$ cat src/rtl/fifo_push_arbiter.sv
// Round-robin arbiter that lets N_REQ requesters share one fifo_flops write port in bursts.
// Latency: grant is taken one cycle after a request is seen in IDLE; then one word per cycle.
// Backpressure: fifo_full deasserts the owner's req_ready and stalls the burst without losing it.
module fifo_push_arbiter #(
  parameter int N_REQ     = 4,
  parameter int BITS      = 32,
  parameter int MAX_BURST = 4
) (
  input  logic                                             clk,
  input  logic                                             rst,
  input  logic [N_REQ-1:0]                                 req_valid,
  input  logic [N_REQ*BITS-1:0]                            req_data,
  output logic [N_REQ-1:0]                                 req_ready,
  output logic [BITS-1:0]                                  fifo_din,
  output logic                                             fifo_push,
  input  logic                                             fifo_full,
  output logic [((N_REQ > 1) ? $clog2(N_REQ) : 1)-1:0]    grant_id,
  output logic                                             busy,
  output logic [15:0]                                      push_count
);

  // Index width stays at least one bit so a single-requester build still elaborates.
  localparam int IDX_W = (N_REQ > 1) ? $clog2(N_REQ) : 1;
  // Burst counter only needs to reach MAX_BURST.
  localparam int CNT_W = $clog2(MAX_BURST + 1);

  typedef enum logic {
    IDLE  = 1'b0,
    BURST = 1'b1
  } state_t;

  state_t             state_q, state_d;
  logic [IDX_W-1:0]   owner_q, owner_d;
  logic [IDX_W-1:0]   rr_ptr_q, rr_ptr_d;
  logic [CNT_W-1:0]   burst_cnt_q, burst_cnt_d;
  logic [15:0]        push_count_q, push_count_d;

  logic               pick_vld;
  logic [IDX_W-1:0]   pick_idx;
  int                 cand;
  logic               owner_vld;
  logic               xfer;
  logic               last_beat;
  logic [IDX_W-1:0]   next_ptr;

  // Find the first valid requester at or after rr_ptr, wrapping modulo N_REQ.
  always_comb begin
    pick_vld = 1'b0;
    pick_idx = '0;
    cand     = 0;
    for (int k = 0; k < N_REQ; k++) begin
      cand = int'(rr_ptr_q) + k;
      if (cand >= N_REQ) begin
        cand = cand - N_REQ;
      end
      if (!pick_vld && req_valid[cand]) begin
        pick_vld = 1'b1;
        pick_idx = IDX_W'(cand);
      end
    end
  end

  // Owner-side qualifiers shared by the FSM and the output decode.
  always_comb begin
    owner_vld = req_valid[owner_q];
    xfer      = !rst && (state_q == BURST) && owner_vld && !fifo_full;
    last_beat = (burst_cnt_q == CNT_W'(MAX_BURST - 1));
    next_ptr  = (owner_q == IDX_W'(N_REQ - 1)) ? '0 : owner_q + 1'b1;
  end

  // Next-state logic: grant in IDLE, count transfers in BURST, release on limit or dropped valid.
  always_comb begin
    state_d      = state_q;
    owner_d      = owner_q;
    rr_ptr_d     = rr_ptr_q;
    burst_cnt_d  = burst_cnt_q;
    push_count_d = push_count_q;
    case (state_q)
      IDLE: begin
        if (pick_vld) begin
          state_d     = BURST;
          owner_d     = pick_idx;
          burst_cnt_d = '0;
        end
      end
      BURST: begin
        if (!owner_vld) begin
          // Owner has nothing left: hand the port to the next requester in rotation.
          state_d  = IDLE;
          rr_ptr_d = next_ptr;
        end else if (!fifo_full) begin
          burst_cnt_d  = burst_cnt_q + 1'b1;
          push_count_d = push_count_q + 16'd1;
          if (last_beat) begin
            state_d  = IDLE;
            rr_ptr_d = next_ptr;
          end
        end
        // fifo_full with a valid owner: hold everything and wait.
      end
      default: begin
        state_d = IDLE;
      end
    endcase
  end

  // State register with synchronous reset; arbitration restarts from index 0.
  always_ff @(posedge clk) begin
    if (rst) begin
      state_q      <= IDLE;
      owner_q      <= '0;
      rr_ptr_q     <= '0;
      burst_cnt_q  <= '0;
      push_count_q <= '0;
    end else begin
      state_q      <= state_d;
      owner_q      <= owner_d;
      rr_ptr_q     <= rr_ptr_d;
      burst_cnt_q  <= burst_cnt_d;
      push_count_q <= push_count_d;
    end
  end

  // Output decode; everything is forced to zero while rst is high, even before the state clears.
  always_comb begin
    req_ready  = '0;
    fifo_din   = '0;
    fifo_push  = 1'b0;
    grant_id   = '0;
    busy       = 1'b0;
    push_count = rst ? 16'd0 : push_count_q;
    if (!rst && (state_q == BURST)) begin
      busy               = 1'b1;
      grant_id           = owner_q;
      req_ready[owner_q] = !fifo_full;
      if (xfer) begin
        fifo_push = 1'b1;
        fifo_din  = req_data[int'(owner_q)*BITS +: BITS];
      end
    end
  end

endmodule

$ cat config.mk
export PLATFORM = sky130hd
export DESIGN_NAME = fifo_push_arbiter
export DESIGN_NICKNAME = d
export VERILOG_FILES = /design/src/rtl/fifo_push_arbiter.sv
export SDC_FILE = /design/constraint.sdc
export NUM_CORES = 1
export LEC_CHECK = 0
export CAP_MARGIN = 5
export CORE_MARGIN = 2
export CORE_UTILIZATION = 34
export CTS_CLUSTER_SIZE = 25
export DETAILED_ROUTE_END_ITERATION = 10
export GPL_TIMING_DRIVEN = 0
export PLACE_DENSITY = 0.93
export SLEW_MARGIN = 20
export SYNTH_ARGS = -nofsm -noshare
export SYNTH_HDL_FRONTEND = slang
export SYNTH_SLANG_ARGS = --single-unit
export TNS_END_PERCENT = 20
$ cat constraint.sdc
create_clock -name clk -period 2.5 [get_ports clk]
set_input_delay 0.5 -clock clk [delete_from_list [all_inputs] [get_ports clk]]
set_output_delay 0.5 -clock clk [all_outputs]
set_load 0.02 [all_outputs]
# Yosys cells after proc, flatten, opt, wreduce, memory -nomap -nowiden

Cells that the tools add are included.

Register bits after elaboration: 24
Input port bits: 135
Output and inout bits: 56
Logic and storage cells: 101

Add/sub/neg operators: 10
Order comparisons: 10
Eq/ne operators: 7
Shifts and indexed selects: 1
Mux-type cells: 49
Bitwise logic cells: 3
Reductions and logical operators: 16

Operators by type and width:

| kind                                                        | count |
|---|---|
| two-way mux 32 bit                                          | 6 |
| less-than comparator 32 x 4 -> 1 bit, second input constant | 4 |
| variable part select 128 x 8 -> 32 bit                      | 1 |
| two-way mux 1 bit                                           | 21 |
| two-way mux 2 bit                                           | 9 |
| adder 16 x 1 -> 16 bit, second input constant               | 1 |
| two-way mux 16 bit                                          | 1 |
| subtractor 3 x 3 -> 4 bit, second input constant            | 3 |
| binary-select mux 1 bit (select 2 bit)                      | 5 |
| greater-or-equal comparator 3 bit, second input constant    | 3 |
| two-way mux 3 bit                                           | 3 |
| AND reduction 3 bit                                         | 3 |
| logical AND 1 bit                                           | 7 |
| adder 2 x 2 -> 3 bit, second input constant                 | 2 |
| inequality test 2 bit, second input constant                | 3 |
| case mux 3 bit (2 select lines)                             | 1 |
| zero test 1 bit                                             | 5 |
| AND 4 bit                                                   | 1 |
| two-way mux 4 bit                                           | 1 |
| inequality test 2 x 1 -> 1 bit, second input constant       | 2 |
| subtractor 2 x 3 -> 4 bit, second input constant            | 1 |
| adder 2 x 1 -> 3 bit, second input constant                 | 1 |
| adder 3 x 1 -> 3 bit, second input constant                 | 1 |
| == test 3 x 2 -> 1 bit, second input constant               | 1 |
| other kinds (9)                                             | 10 |

# Logic depth before layout (Yosys ltp)

Gate-level depths: netlist (run 1).

Depth in word-level cells: 17
Depth in mapped cells: 6
Mapped depth without buffers: 6

# Worst setup path after synthesis (run 1)

OpenSTA, ideal clock, no wires.

Kind: register to output
Start: register owner_q[0]
End: output fifo_din[10]
Data arrival time: 1621 ps
Required time: 2000 ps
Path slack: 379 ps
Cell stages (with the launch flop): 6
Path buffers: 3
Path through: dfxtp_1 > buf_6 > mux4_2 > buf_6 > clkbuf_1 > and3_1

Cells in the longest elaborated chain, start to end: 6
Elaborated cells on any way between the ends: 7
Those cells by class: 1 x shift; 4 x mux; 2 x reduce/logical

RTL lines:

| item                                                                           | RTL line | RTL |
|---|---|---|
| from (decl)                                                                    | 33       | `logic [IDX_W-1:0] owner_q, owner_d;` |
| from (signal assigned)                                                         | 117      | `owner_q <= owner_d;` |
| branches (longest 4 deep; another with variable part select 128 x 8 -> 32 bit) | -        |  |
| two-way mux 32 bit (*)                                                         | 136      | `if (xfer) begin` |
| two-way mux 32 bit (*)                                                         | 132      | `if (!rst && (state_q == BURST)) begin` |
| to (decl)                                                                      | 14       | `output logic [BITS-1:0] fifo_din,` |

Mark *: on every way between the ends. The select of a mux whose other input is x is not followed.

# Final worst setup path (run 1)

Start: input rst
End: output push_count[8]

Cells in the longest elaborated chain, start to end: 1

RTL lines:

| item               | RTL line | RTL |
|---|---|---|
| from (decl)        | 10       | `input logic rst,` |
| two-way mux 16 bit | 131      | `push_count = rst ? 16'd0 : push_count_q;` |
| to (decl)          | 19       | `output logic [15:0] push_count` |

No other way between the ends.

==> results.cfg, run 1 <==
[worst_setup_path]
crit_required_ns = 2.00
worstSetupEndpointType = output pin
worst_ep_arrival_time_ns = 1.99
crit_type = primary input to output pin
critPathMaxFanout = 10
critPathLaunchType = primary input

[clock_tree]
cts_root_buf = clkbuf_8
clock_latency_ns = 0.27
cts_tree = built
numCtsBuffers = 3
numClockSinks = 24
cts.path.max_buffers = 2
clkTransAtPathRegs_ns = 0.08
cts.hold.buffers_added = 0
h-tree-depth = 1

[cells_and_area]
area_delta_synth_final_pct = 84.47
seqCellArea_um2 = 484.2
multi_input_area_um2 = 1813
layout_common_cells = clkdlybuf4s50_1 (145), and3_1 (32), buf_2 (31)
final_common_cell = clkdlybuf4s50_1
layout-drive-gt1-share = 0.2354
final_core_util = 0.6504
nNetsFinal = 589
fillers = 559
n_antenna_cell = 0

[floorplanning]
die_height_um = 88.17
io_pins = 191
initial_core_util = 0.3526
die-area_um2 = 7773
rows = 30
die_x_um = 88.17
coreArea_um2 = 6832

[grt]
grt_usage = 0.2559
overflow = 0
antenna_found_initial = 0
grt_pass1_wl_mm = 15.31
grt_pass1_vias = 3091
grt_start_max_net_pins = 14

[route]
via_per_inst = 5.295
post_drt_wl_per_cell_um = 18.53
drt-total-wl_mm = 10.04
dr.pass1.iters = 4
drc = 0
ant_nets = 0
vias = 2870
drt-initial-drc-count = 70

[place]
io_buffers = 190
place_congestion = 0.8975
dp_hpwl_mm = 8.308

[sta]
rsz0062_at_grt = true
finalCriticalPeriod_ns = 2.486
report.final.setup_viol = 0
max_freq_mhz = 402.2
worst_slew_pin_slew_ns = 0.4740
fin_crit_sh = 0.9945
max-slew-margin-rel = 0.6840
report.final.slew_viol_count = 0
hold_viol_final = 0
setup_tns_ns = 0
fin_skew_ns = 0.002674

[logic_synthesis]
synth_fa_ha_area_frac = 0.03636
ys_ff_latch = 24
synth-xor-area-share = 0.01818
synth_compound_area_frac = 0.05766
synth_simple_gate_area_frac = 0.2878
synth_edf_count = 0
avgSynthCellArea_um2 = 9.871
synthesis.area_um2 = 2409
syn_inst = 244
async_flop_share = 0
ys.flop_type = dfxtp_1
ys_types = 39
ys.warnings.count = 0
syn_nets = 386
yosysSeqAreaShare = 0.1995
muxShareOfSynthArea = 0.3449
synth_top_family_by_area = multiplexers

[power]
clockPowerShare = 0.213
p_seq_frac = 0.321
p_comb_frac = 0.467
ir_worst_vdd_mv = 0.3767
power.total_mw = 1.261
swShare = 0.2777
power_density_nw_per_um2 = 283.8
internal_power_mw = 0.9109
switching_power_mw = 0.3502
leakage_nw = 1.920

[min_path]
hold_path_class = flip-flop to flip-flop

[status]
status = complete, no violations

[job]
drv_cap = 0
## cell usage after synthesis (all sizes together) (2+ instances only)
cell type | n | area share
mux4 | 33 | 0.31
and3 | 32 | 0.083
dfxtp | 24 | 0.20
nor2b | 17 | 0.044
nor2 | 16 | 0.025
clkbuf | 12 | 0.019
nand2 | 12 | 0.022
buf | 9 | 0.024
a21oi | 8 | 0.017
inv | 8 | 0.012
ha | 7 | 0.036
and2 | 6 | 0.016
nand3 | 6 | 0.012
nor3 | 6 | 0.012
or4 | 6 | 0.019
mux2 | 5 | 0.023
nand4 | 5 | 0.013
xor2 | 5 | 0.018
and4 | 3 | 0.011
nand2b | 3 | 0.0078
o21ai | 3 | 0.0062
o31ai | 3 | 0.0093
mux2i | 2 | 0.0083
nor3b | 2 | 0.0083
nor4 | 2 | 0.0052
or2 | 2 | 0.0052
## power by group through the flow
stage | logic (mW) | clock network (mW) | registers, mW
after global placement | 0.556 | 0 | 0.411
after CTS | 0.583 | 0.271 | 0.404
final | 0.588 | 0.268 | 0.404
after detailed placement | 0.571 | 0 | 0.412
after floorplan | 0.268 | 0 | 0.409
after global routing | 0.629 | 0.283 | 0.405
## state kept, by name (all words and copies together) (netlist names)
register,cells
burst_cnt_q,3
owner_q,2
push_count_q,16
rr_ptr_q,2
state_q,1
## logic make-up (layout without fill, tap and decap cells)
| family | Yosys count | after routing |
|---|---|---|
| adders and majority gates | 7 | 7 |
| AOI/OAI and AO/OA | 20 | 20 |
| and+or+nand+nor | 119 | 119 |
| buffers and inverters | 29 | 231 |
| xor gates and xnor gates | 5 | 5 |
| DFF | 24 | 24 |
| muxes | 40 | 40 |
## per-stage QoR
stage	setup slack, ns	instance area (um2)	std cells	hold WS (ns)
finish	0.01374	4443	542	0.4981
global route	-0.05259	4443	542	0.5153
CTS	-0.1113	4503	539	0.4959
detailed placement	-0.8430	4436	530	0.4732
global placement	-1.282	4431	530	0.4459
floorplan	0.3789	2409	244	0.4323
## repair_timing
item	in CTS	in global routing
endpoints found under the setup margin	56	45
gates resized for setup	139	30
pin swaps	1	0
setup buffers	5	3
## area by class of cell
class,count,area share
tap,96,0.02703
sequential,24,0.1090
inverter,8,0.006759
clock buffer,4,0.01239
multi-input combinational,191,0.4081
timing repair buffer,198,0.4044
buffer,21,0.03239
## per-layer routing
layer	track usage	wire length, um	vias up
met5	0	0	-
met4	0.08402	322	0
met3	0.05372	694	27
met2	0.4826	5181	116
met1	0.2832	3843	1386
li1	-	-	1341
## path summary, 6_finish.rpt
kind                            slack (ns)                             to  cells past startpoint                         from
worst max-delay path                  0.01                  push_count[8]                      4                          rst
worst min-delay path                  0.50    burst_cnt_q[2]$_SDFFE_PP0P_                      1  burst_cnt_q[2]$_SDFFE_PP0P_
worst max register to register        0.59  push_count_q[14]$_SDFFE_PP0P_                      7      owner_q[0]$_SDFFE_PP0P_
worst min register to register        0.50    burst_cnt_q[2]$_SDFFE_PP0P_                      1  burst_cnt_q[2]$_SDFFE_PP0P_
## critical path, cell delays in order
cell and delay (ns):
dlygate4sd2_1 0.36, clkbuf_1 0.42, nor2_1 0.13, clkdlybuf4s50_1 0.57
Note: power is estimated with default switching activity, not from simulation.
==> run 2, diff against run 1 <==
- CORE_ASPECT_RATIO: default -> 0.75
==> results.cfg, run 2 (synthesis results as in run 1) <==
[power]
switching_power_mw = 0.3596
p_comb_frac = 0.448
leakage_nw = 1.946
ir_worst_vdd_mv = 0.1990
swShare = 0.2649
power_density_nw_per_um2 = 299.0
internal_power_mw = 0.9977
p_seq_frac = 0.297
clockPowerShare = 0.254
power.total_mw = 1.357

[clock_tree]
clkTransAtPathRegs_ns = 0.09
numCtsBuffers = 3
numClockSinks = 24
cts_tree = built
cts_root_buf = clkbuf_8
cts.path.max_buffers = 2
h-tree-depth = 1
clock_latency_ns = 0.27

[sta]
report.final.setup_viol = 0
timing.final.ws_setup_ns = 0.02558
max-slew-margin-rel = 0.6780
worst_slew_pin_slew_ns = 0.4829
max_freq_mhz = 404.1
finalCriticalPeriod_ns = 2.474
hold_viol_final = 0
report.final.slew_viol_count = 0
fin_skew_ns = 0.007081
hold_ws_ns = 0.4766
fin_crit_sh = 0.9898
rsz0062_at_grt = true

[route]
via_per_inst = 5.462
drt-initial-drc-count = 128
ant_nets = 0
dr.pass1.iters = 4
vias = 2895
drc = 0
drt-total-wl_mm = 9.860
post_drt_wl_per_cell_um = 18.60

[worst_setup_path]
critPathBufInv = 4
max_stage_delay_ns = 0.56
critPathMaxFanout = 10
worst_ep_arrival_time_ns = 1.97
crit_required_ns = 2.00
worstPathCellList = dlygate4sd2_1 > mux4_2 > buf_8 > buf_6 > and3_1 > buf_2
crit_family = buffers and inverters
critPathLaunchType = primary input
worst_path_max_delay_cell = mux4_2
worstSetupEndpointType = output pin
crit_type = primary input to output pin

[floorplanning]
rows = 26
die-area_um2 = 7780
io_pins = 191
coreArea_um2 = 6832
die_height_um = 76.89
die_x_um = 101.2
initial_core_util = 0.3526

[cells_and_area]
final_common_cell = clkdlybuf4s50_1
seqCellArea_um2 = 481.7
top_regs = push_count_q: 16 flops, burst_cnt_q: 3 flops
stdcell_area_um2 = 4539
final_cells = 530
regMostFlops = push_count_q
fillers = 536
layout-drive-gt1-share = 0.2578
multi_input_area_um2 = 1831
nNetsFinal = 589
layout_common_cells = clkdlybuf4s50_1 (135), mux4_2 (30), and3_1 (28)
largest_register_ffs = 16
area_delta_synth_final_pct = 88.47
n_antenna_cell = 0

[status]
status = complete, no violations

[place]
place_congestion = 0.8521
place_inst = 518
io_buffers = 190
dp_hpwl_mm = 7.986
place_area_um2 = 4420
pre_cts_ws_ns = -0.8616

[min_path]
hold_path_class = flip-flop to flip-flop

[grt]
grt_pass1_vias = 2972
overflow = 0
grt_start_max_net_pins = 15
antenna_found_initial = 0
grt_pass1_wl_mm = 15.20
grt_usage = 0.2451

[job]
drv_cap = 0
run 2: changes by cell type in the layout (fill, tap and decap cells not counted), sizes merged:
cell / before / now
dlymetal6s2s: 2 / 0
dlygate4sd2: 8 / 19
bufinv: 0 / 1
clkdlybuf4s50: 145 / 135
clkdlybuf4s15: 3 / 4
clkbuf: 17 / 16
run 2: final timing paths:
kind	depth (start not counted)	to	slack, ns	startpoint
worst max-delay path	6	fifo_din[1]	0.03	req_valid[2]
worst min-delay path	1	burst_cnt_q[2]$_SDFFE_PP0P_	0.48	burst_cnt_q[2]$_SDFFE_PP0P_
worst max register to register	8	push_count_q[14]$_SDFFE_PP0P_	0.39	owner_q[1]$_SDFFE_PP0P_
worst min register to register	1	burst_cnt_q[2]$_SDFFE_PP0P_	0.48	burst_cnt_q[2]$_SDFFE_PP0P_
run 2: per-layer routing:
| metal | up-vias | share of wire | track usage |
|---|---|---|---|
| li1 | 1345 | - | - |
| met1 | 1387 | 0.38 | 0.3015 |
| met2 | 137 | 0.50 | 0.4325 |
| met3 | 26 | 0.089 | 0.05561 |
| met4 | 0 | 0.022 | 0.05676 |
| met5 | - | 0 | 0 |
run 2: worst reg2reg max path, cell delays in order, from the launching register on:
cell     delay [ns]
dfxtp_1        0.37
buf_2          0.25
mux4_2         0.32
buf_4          0.14
buf_4          0.13
nand2_4        0.06
buf_4          0.18
nor3_1         0.22
mux2_2         0.35
run 2: cell type report:
| class | instances | share of cell area |
|---|---|---|
| repair buffers | 198 | 0.4101 |
| clock buffers | 3 | 0.009096 |
| plain buffers | 21 | 0.03501 |
| clock inverters | 1 | 0.006615 |
| inverters | 8 | 0.006615 |
| multi-input cells | 191 | 0.4033 |
| flip-flops and latches | 24 | 0.1061 |
| well taps | 84 | 0.02315 |
run 2: what timing repair did:
action | 4_1_cts | 5_1_grt
hold buffers | 0 | 0
buffers inserted | 7 | 0
pin swaps | 1 | 0
gates cloned | 0 | 1
endpoints found under the hold margin | 0 | 0
endpoints found under the setup margin | 56 | 33
resized for setup | 178 | 39
run 2: power by group through the flow:
| stage | clock (mW) | sequential (mW) | combinational [mW] |
|---|---|---|---|
| global route | 0.366 | 0.405 | 0.647 |
| global placement | 0 | 0.410 | 0.556 |
| CTS | 0.346 | 0.403 | 0.582 |
| detailed placement | 0 | 0.412 | 0.568 |
| finish | 0.345 | 0.404 | 0.609 |
| floorplan | 0 | 0.409 | 0.268 |
run 2: stage by stage:
| step | setup TNS (ns) | utilization |
|---|---|---|
| final | 0 | 0.6645 |
| after global routing | -0.1222 | 0.6645 |
| after CTS | -0.1290 | 0.6476 |
| after detailed placement | -32.65 | 0.6471 |
| after global placement | -44.71 | 0.6463 |
| after floorplan | 0 | - |
